===== src/rtl/mem_stream_port_pkg.sv =====
// Shared definitions for the RAM streaming port: width helper and FSM state encoding.
`ifndef MSP_CLOG2
`define MSP_CLOG2(x) $clog2(x)
`endif

package mem_stream_port_pkg;

  typedef enum logic [1:0] {
    ST_IDLE   = 2'd0,
    ST_FILL   = 2'd1,
    ST_DRAIN  = 2'd2,
    ST_FINISH = 2'd3
  } state_t;

  localparam int FIFO_ENTRIES = 2;

endpackage


===== src/rtl/mem_stream_port_fifo2.sv =====
// Two-entry valid/ready FIFO with a registered head word; absorbs RAM read latency on DRAIN.
module stream_fifo2 #(
  parameter int WIDTH = 8
) (
  input  logic             i_clk,
  input  logic             i_rst,
  input  logic [WIDTH-1:0] i_wr_data,
  input  logic             i_wr_valid,
  output logic [WIDTH-1:0] o_rd_data,
  output logic             o_rd_valid,
  input  logic             i_rd_ready,
  output logic [1:0]       o_count
);
  import mem_stream_port_pkg::*;

  logic [WIDTH-1:0] r_head;
  logic [WIDTH-1:0] r_tail;
  logic [1:0]       r_cnt;
  logic             w_wr_ready;
  logic             w_push;
  logic             w_pop;

  assign o_rd_valid = (r_cnt != 2'd0);
  assign o_rd_data  = r_head;
  assign o_count    = r_cnt;
  assign w_pop      = o_rd_valid & i_rd_ready;
  assign w_wr_ready = (r_cnt != 2'(FIFO_ENTRIES)) || i_rd_ready;
  assign w_push     = i_wr_valid & w_wr_ready;

  always_ff @(posedge i_clk) begin
    if (i_rst) begin
      r_cnt <= 2'd0;
    end else begin
      r_cnt <= r_cnt + 2'(w_push) - 2'(w_pop);
    end
  end

  // Storage: a pop shifts the tail into the head; a push lands in the first free slot.
  always_ff @(posedge i_clk) begin
    if (w_pop) begin
      if (r_cnt == 2'd2) begin
        r_head <= r_tail;
        if (w_push) r_tail <= i_wr_data;
      end else if (w_push) begin
        r_head <= i_wr_data;
      end
    end else if (w_push) begin
      if (r_cnt == 2'd0) r_head <= i_wr_data;
      else               r_tail <= i_wr_data;
    end
  end

endmodule


===== src/rtl/mem_stream_port.sv =====
// Streaming FILL/DRAIN front-end for a single-port synchronous RAM with 1-cycle read latency.
module mem_stream_port
  import mem_stream_port_pkg::*;
#(
  parameter int WIDTH = 8,
  parameter int DEPTH = 64,
  localparam int AW = `MSP_CLOG2(DEPTH),
  localparam int LW = `MSP_CLOG2(DEPTH + 1)
) (
  input  logic             clock,
  input  logic             rst,
  input  logic             cmd_start,
  input  logic             cmd_drain,
  input  logic [AW-1:0]    cmd_base,
  input  logic [LW-1:0]    cmd_len,
  output logic             busy,
  output logic             done,
  input  logic [WIDTH-1:0] in_data,
  input  logic             in_valid,
  output logic             in_ready,
  output logic [WIDTH-1:0] out_data,
  output logic             out_valid,
  input  logic             out_ready,
  output logic [WIDTH-1:0] mem_data,
  output logic [AW-1:0]    mem_address,
  output logic             mem_wr_en,
  input  logic [WIDTH-1:0] mem_q
);

  state_t           r_state;
  logic [AW-1:0]    r_cur;
  logic [LW-1:0]    r_rem;
  logic             r_inflight;
  logic             r_busy;
  logic             r_done;

  logic [AW-1:0]    w_base;
  logic [AW-1:0]    w_cur_nxt;
  logic             w_words_left;
  logic             w_wr;
  logic             w_rd;
  logic             w_pop;
  logic             w_room;
  logic             w_drain_end;
  logic [2:0]       w_occ;
  logic [1:0]       w_fifo_cnt;
  logic [WIDTH-1:0] w_fifo_data;
  logic             w_fifo_valid;

  // cmd_base never exceeds 2*DEPTH-1, so a single conditional subtract is a full modulo.
  assign w_base    = (int'(cmd_base) >= DEPTH) ? AW'(int'(cmd_base) - DEPTH) : cmd_base;
  assign w_cur_nxt = (r_cur == AW'(DEPTH - 1)) ? '0 : r_cur + AW'(1);

  assign w_words_left = (r_rem != '0);
  assign in_ready     = (r_state == ST_FILL) && w_words_left;
  assign w_wr         = in_ready && in_valid;

  // Credit check counts the word leaving this cycle so back-to-back reads sustain full rate.
  assign w_pop       = w_fifo_valid & out_ready;
  assign w_occ       = {1'b0, w_fifo_cnt} + {2'b00, r_inflight};
  assign w_room      = (w_occ < 3'd2) || (w_pop && (w_occ == 3'd2));
  assign w_rd        = (r_state == ST_DRAIN) && w_words_left && w_room;
  assign w_drain_end = !w_words_left && !r_inflight &&
                       ((w_fifo_cnt == 2'd0) || ((w_fifo_cnt == 2'd1) && w_pop));

  assign mem_wr_en   = w_wr;
  assign mem_data    = w_wr ? in_data : '0;
  assign mem_address = (w_wr || w_rd) ? r_cur : '0;

  assign out_valid = w_fifo_valid;
  assign out_data  = w_fifo_valid ? w_fifo_data : '0;
  assign busy      = r_busy;
  assign done      = r_done;

  stream_fifo2 #(
    .WIDTH (WIDTH)
  ) u_fifo (
    .i_clk      (clock),
    .i_rst      (rst),
    .i_wr_data  (mem_q),
    .i_wr_valid (r_inflight),
    .o_rd_data  (w_fifo_data),
    .o_rd_valid (w_fifo_valid),
    .i_rd_ready (out_ready),
    .o_count    (w_fifo_cnt)
  );

  always_ff @(posedge clock) begin
    if (rst) begin
      r_state    <= ST_IDLE;
      r_cur      <= '0;
      r_rem      <= '0;
      r_inflight <= 1'b0;
      r_busy     <= 1'b0;
      r_done     <= 1'b0;
    end else begin
      r_done     <= 1'b0;
      r_inflight <= w_rd;
      case (r_state)
        ST_IDLE: begin
          if (cmd_start) begin
            r_cur  <= w_base;
            r_rem  <= cmd_len;
            r_busy <= 1'b1;
            if (cmd_len == '0)  r_state <= ST_FINISH;
            else if (cmd_drain) r_state <= ST_DRAIN;
            else                r_state <= ST_FILL;
          end
        end
        ST_FILL: begin
          if (w_wr) begin
            r_cur <= w_cur_nxt;
            r_rem <= r_rem - LW'(1);
            if (r_rem == LW'(1)) r_state <= ST_FINISH;
          end
        end
        ST_DRAIN: begin
          if (w_rd) begin
            r_cur <= w_cur_nxt;
            r_rem <= r_rem - LW'(1);
          end
          if (w_drain_end) r_state <= ST_FINISH;
        end
        ST_FINISH: begin
          r_state <= ST_IDLE;
          r_busy  <= 1'b0;
          r_done  <= 1'b1;
        end
        default: r_state <= ST_IDLE;
      endcase
    end
  end

endmodule


===== config.mk =====
export PLATFORM = sky130hd
export DESIGN_NAME = mem_stream_port
export DESIGN_NICKNAME = d
export VERILOG_FILES = /design/src/rtl/mem_stream_port_pkg.sv /design/src/rtl/mem_stream_port_fifo2.sv /design/src/rtl/mem_stream_port.sv
export SDC_FILE = /design/constraint.sdc
export NUM_CORES = 1
export LEC_CHECK = 0
export BUFFER_PORTS_ARGS = -buffer_cell sky130_fd_sc_hd__buf_2
export CAP_MARGIN = 5
export CORE_UTILIZATION = 50
export CTS_BUF_LIST = sky130_fd_sc_hd__clkbuf_4
export DETAILED_ROUTE_END_ITERATION = 16
export PLACE_DENSITY = 0.77
export SLEW_MARGIN = 10
export SYNTH_ARGS = -nofsm -noshare
export SYNTH_HDL_FRONTEND = slang
export SYNTH_SLANG_ARGS = --single-unit
export TNS_END_PERCENT = 30

===== constraint.sdc =====
create_clock -name clock -period 4.55 [get_ports clock]
set_input_delay 0.455 -clock clock [delete_from_list [all_inputs] [get_ports clock]]
set_output_delay 0.455 -clock clock [all_outputs]
set_load 0.05 [all_outputs]

# Word-level counts from Yosys, hierarchy flattened

Index checks and enable logic that the tools add are counted.

Add/sub/neg operators: 5
Reductions and logical operators: 29
Bitwise gates (word level): 2
$lt $le $gt $ge: 1
Equal/unequal tests: 16
Mux-type cells: 31

Operators with widths:

| kind                                                                    | number |
|---|---|
| 8-bit two-way mux                                                       | 11 |
| 6-bit two-way mux                                                       | 5 |
| 7-bit two-way mux                                                       | 3 |
| 7-bit one-hot mux with 3 select lines                                   | 1 |
| 6-bit one-hot mux with 3 select lines                                   | 1 |
| 2-bit two-way mux                                                       | 6 |
| 2-bit inequality test, second input constant                            | 6 |
| 2-bit nonzero test                                                      | 5 |
| 1-bit logical AND                                                       | 8 |
| 2-bit one-hot mux with 4 select lines                                   | 1 |
| 4-bit AND reduction                                                     | 2 |
| 7-bit by 1-bit == test with 1-bit output, second input constant         | 1 |
| 7-bit logical NOT                                                       | 1 |
| 7-bit nonzero test                                                      | 1 |
| 7-bit by 1-bit subtractor with 7-bit output, second input constant      | 1 |
| 6-bit by 1-bit adder with 6-bit output, second input constant           | 1 |
| 2-bit == test, second input constant                                    | 3 |
| 6-bit == test, second input constant                                    | 1 |
| 3-bit AND reduction                                                     | 2 |
| 2-bit by 1-bit == test with 1-bit output, second input constant         | 2 |
| 2-bit logical NOT                                                       | 2 |
| 1-bit logical OR                                                        | 4 |
| 2-bit by 1-bit inequality test with 1-bit output, second input constant | 2 |
| 2-bit by 1-bit adder with 3-bit output                                  | 1 |
| 10 further kinds                                                        | 13 |

Bits in registers: 36
Input bits: 35
Word-level logic and storage cells: 93

# Depth between registers and ports, before layout

Depth in word-level cells: 7
Gate-level depth with buffers: 9

# Cells and area by module

Synthesis repeated with hierarchy kept, for this count alone.

Cell total of the unflattened synthesis: 232
Area total of the unflattened synthesis: 2264.7 µm²

Modules (own cells, without submodules):

| module          | cells each | instances | area an instance (µm²) |
|---|---|---|---|
| mem_stream_port | 186        | 1         | 1487.7 |
| stream_fifo2    | 46         | 1         | 777.0 |

# Least setup slack after synthesis

OpenSTA, ideal clock, no wires.

Kind: reg-to-output
Start point: reg r_rem[0]
End point: out mem_data[0]
Arrival: 2353 ps
Cell stages (with the launch flop): 7
Buffers on the path: 0
Slack: 1742 ps
Path through: dfxtp_1 -> inv_1 -> ha_1 -> or4b_4 -> nor2_4 -> nor2_1 -> and2_1

Word-level cells in the longest chain between the ends: 4

Ends and longest elaborated chain:

| item                     | line                   | RTL |
|---|---|---|
| start: declaration       | mem_stream_port.sv:32  | `logic [LW-1:0] r_rem;` |
| start signal: assignment | mem_stream_port.sv:103 | `r_rem <= cmd_len;` |
| start signal: assignment | mem_stream_port.sv:113 | `r_rem <= r_rem - LW'(1);` |
| start signal: assignment | mem_stream_port.sv:120 | `r_rem <= r_rem - LW'(1);` |
| 7-bit nonzero test       | mem_stream_port.sv:54  | `assign w_words_left = (r_rem != '0);` |
| 1-bit logical AND        | mem_stream_port.sv:55  | `assign in_ready = (r_state == ST_FILL) && w_words_left;` |
| 1-bit logical AND        | mem_stream_port.sv:56  | `assign w_wr = in_ready && in_valid;` |
| named net mem_wr_en      | mem_stream_port.sv:26  | `output logic mem_wr_en,` |
| 8-bit two-way mux        | mem_stream_port.sv:67  | `assign mem_data = w_wr ? in_data : '0;` |
| end: declaration         | mem_stream_port.sv:24  | `output logic [WIDTH-1:0] mem_data,` |

The timed path passes the listed nets, and every way through them passes these cells.

# Final worst setup path

Start point: reg u_fifo.r_cnt[0] (netlist: u_fifo.o_count[0])
End point: out mem_address[0]

Word-level cells in the longest chain between the ends: 7
Elaborated cells between the ends (all ways): 10
Classes of those cells: 1 x add/sub; 1 x order compare; 1 x eq/ne; 1 x mux; 1 x bitwise; 5 x reduce/logical

Ends and longest elaborated chain:

| item                                                                           | line                        | RTL |
|---|---|---|
| start: declaration                                                             | mem_stream_port_fifo2.sv:18 | `logic [1:0] r_cnt;` |
| start signal: assignment                                                       | mem_stream_port_fifo2.sv:34 | `r_cnt <= r_cnt + 2'(w_push) - 2'(w_pop);` |
| branches (longest 3 deep; another with 2-bit by 1-bit adder with 3-bit output) | n/a                         |  |
| 1-bit logical OR (*)                                                           | mem_stream_port.sv:61       | `assign w_room = (w_occ < 3'd2) \|\| (w_pop && (w_occ == 3'd2));` |
| 1-bit logical AND (*)                                                          | mem_stream_port.sv:62       | `assign w_rd = (r_state == ST_DRAIN) && w_words_left && w_room;` |
| 1-bit logical OR (*)                                                           | mem_stream_port.sv:68       | `assign mem_address = (w_wr \|\| w_rd) ? r_cur : '0;` |
| 6-bit two-way mux (*)                                                          | mem_stream_port.sv:68       |  |
| end: declaration                                                               | mem_stream_port.sv:25       | `output logic [AW-1:0] mem_address,` |

Mark *: on every way between the ends.

==> flow_metrics.tcl <==
set metrics [dict create \
    yosys.area_share.adder_pct 7.44 \
    io_pins 62 \
    core_um2 4090 \
    wl_met1_um 2190 \
    ys_ff_latch 36 \
    dieArea_um2 4640 \
    cp_top_family "compound AO/OA/AOI/OAI gates" \
    yosysMostFrequentCell "and2_1" \
    synth_top_family_by_area "simple AND/OR/NAND/NOR gates" \
    slew-limit-headroom_pct 22.2 \
    syn_inst 229 \
    fillers 378 \
    period_needed_ps 2890 \
    fp-row-count 23 \
    critical_path_class "reg2out" \
    gr-usage-all-layers_pct 23.8 \
    fp.dieH_um 68.1 \
    regArea_um2 881 \
    synth_largest_area_cell "edfxtp_1" \
    whs_ps 283 \
    die_x_um 68.1 \
    num_antenna_cells 0 \
    synthDominantCellAreaShare_pct 22.0 \
    cts_setup_buffers 0 \
    first_pass_iters 4 \
    crit_slowest_cell "dfxtp_1" \
    setup_tns_ps 0 \
    cpPeakStageDelay_ps 440 \
    ys.flop_type "dfxtp_1" \
    design_area_um2 2600 \
    clock_latency_ps 350 \
    htreeDepth 2 \
    critPathCaptureType "output port" \
    post_cts_resized 0 \
    cts_hold_buf 0 \
    p_int_uw 856 \
    top_layer "met4" \
    nNetsFinal 338 \
    syn_area_um2 2190 \
    crit_top_cell "ha_1" \
    powerDensity_nw_per_um2 629 \
    cts.sinks 36 \
    period_share_pct 63.5 \
    hpwl_um 3560 \
    drt_iter0_markers 78 \
    max_freq_ghz 0.346 \
    final_util_pct 63.7 \
    layout-drive-gt1-share_pct 31.3 \
    clockBufferDepth 2 \
    avgSynthCellArea_um2 9.55 \
    pwr-share-seq_pct 30.5 \
    async_reset_ff_share_pct 0 \
    startpoint_type "flop" \
    critPathBufInv 2 \
    synthMuxAreaShare_pct 6.98 \
    num_vias 1918 \
    power_switching_uw 781 \
    power_frac_comb_pct 55.4 \
    netlist_top_cells_count "and2_1, dfxtp_1, a21oi_1, edfxtp_1, o21ai_0" \
    path_cells "ha_1 -> inv_1 -> ha_1 -> a41oi_1 -> nand2b_1 -> a21oi_1 -> and2_1 -> buf_2" \
    drc 0 \
    route.antenna.remaining_nets 0 \
    syn-num-nets 277 \
    setup_viol 0 \
    power_frac_clock_pct 14.2 \
    io_buffers 61 \
    cp.required_ps 4090 \
    worstMarginPinSlew_ps 1150 \
    synth.distinct_cells 46 \
    clk_pin_slew_ps 130 \
    synth_warnings 0 \
    synth_xor_xnor_area_share_pct 0.801 \
    synth_enable_flop_cells 16 \
    wl_met2_um 2410 \
    synthSimpleGateAreaFrac_pct 20.3 \
    rsz0062_at_grt "false" \
    place_area_um2 2520 \
    wl_per_cell_um 14.4 \
    grt_pass1_vias 1741 \
    wl_met3_um 248 \
    power_switching_share_pct 47.7 \
    grt_max_degree 22 \
    cp.arrival_ps 2440 \
    ir_worst_vdd_mv 0.270 \
    grt_overflow 0 \
    status "complete, no violations" \
    synth.yosys.seq_area_share_pct 40.3 \
    area_delta_synth_final_pct 19.1 \
    gp_congestion 0.812 \
    hold_violations 0 \
    multiInputGateArea_um2 1210 \
    routed_via_density 5.62 \
    total_power_mw 1.64 \
    crit_fanout 6 \
    cts_tree "yes" \
    skew_ps 13.2 \
    grt_pass1_wl_um 8120 \
    max_cap_violations 0 \
    initial_core_util_pct 53.5 \
    cts_made_buffers 5 \
    ctsRootBufferMaster "clkbuf_4" \
    p_leak_nw 1.14 \
    slew_viol_final 0 \
    antenna_found_initial 0 \
    synthTopCellsByArea "edfxtp_1, dfxtp_1, ha_1" \
    wirelength_um 4920 \
    hold_path.class "in2reg" \
    synth-compound-area-share_pct 20.0 \
]
[per-layer routing]
layer  GRT usage (%)  up-vias
met2            40.0       57
met1            29.5      898
met5               0        -
met4            7.55        0
met3            6.00        9
li1                -      954
[final timing paths]
| kind | cells past startpoint | to | slack (ps) | from |
|---|---|---|---|---|
| worst max-delay path | 8 | mem_address[0] | 1660 | u_fifo.o_count[0]$_SDFF_PP0_ |
| worst min-delay path | 1 | u_fifo.r_tail[2]$_DFFE_PP_ | 280 | mem_q[2] |
| worst max register to register | 7 | r_rem[0]$_SDFFE_PP0P_ | 2290 | u_fifo.o_count[0]$_SDFF_PP0_ |
| worst min register to register | 2 | r_rem[6]$_SDFFE_PP0P_ | 510 | r_rem[6]$_SDFFE_PP0P_ |
[cells in the final DEF, fill, tap and decap left out, types with 10 or more instances in the layout]
cell,count
mux2_2,10
nand3_1,10
o21ai_0,16
buf_2,61
inv_1,14
nand2_1,14
a21oi_1,16
nor2_1,11
and2_1,23
ha_1,13
edfxtp_1,16
dfxtp_1,20
[power groups by stage]
stage / combinational [mW] / clock (mW) / sequential [mW]
3_5_place_dp: 0.902 / 0 / 0.505
4_1_cts: 0.907 / 0.237 / 0.497
3_3_place_gp: 0.889 / 0 / 0.501
5_1_grt: 1.00 / 0.250 / 0.513
6_report: 0.906 / 0.232 / 0.499
2_1_floorplan: 0.721 / 0 / 0.493
[final cells by class]
cell class | count | area share (%)
Multi-Input combinational cell | 171 | 46.7
Timing Repair Buffer | 62 | 12.0
Tap cell | 50 | 2.40
Clock buffer | 5 | 1.44
Clock inverter | 3 | 1.63
Sequential cell | 36 | 33.8
Inverter | 14 | 2.02
[sequential cells by signal, summed over array words and instances, names as in the netlist]
signal            flops
r_state               2
done                  1
r_inflight            1
busy                  1
r_cur                 6
r_rem                 7
u_fifo.r_tail         8
u_fifo.o_rd_data      8
u_fifo.o_count        2
[kinds of logic (layout without fill, tap and decap cells)]
logic type | Yosys count | after routing
XOR/XNOR | 2 | 2
AND/OR/NAND/NOR | 79 | 79
AO/OA/AOI/OAI | 63 | 63
flip-flops | 36 | 36
adder cells (fa/ha/maj) | 13 | 13
multiplexers | 14 | 14
buffers and inverters | 22 | 84
[through the flow]
step                instances  setup WS (ps)
floorplan                 229           1740
global placement          333           2070
detailed placement        333           2010
CTS                       341           1610
global route              341           1410
finish                    341           1660
(Power assumes the default switching activity.)
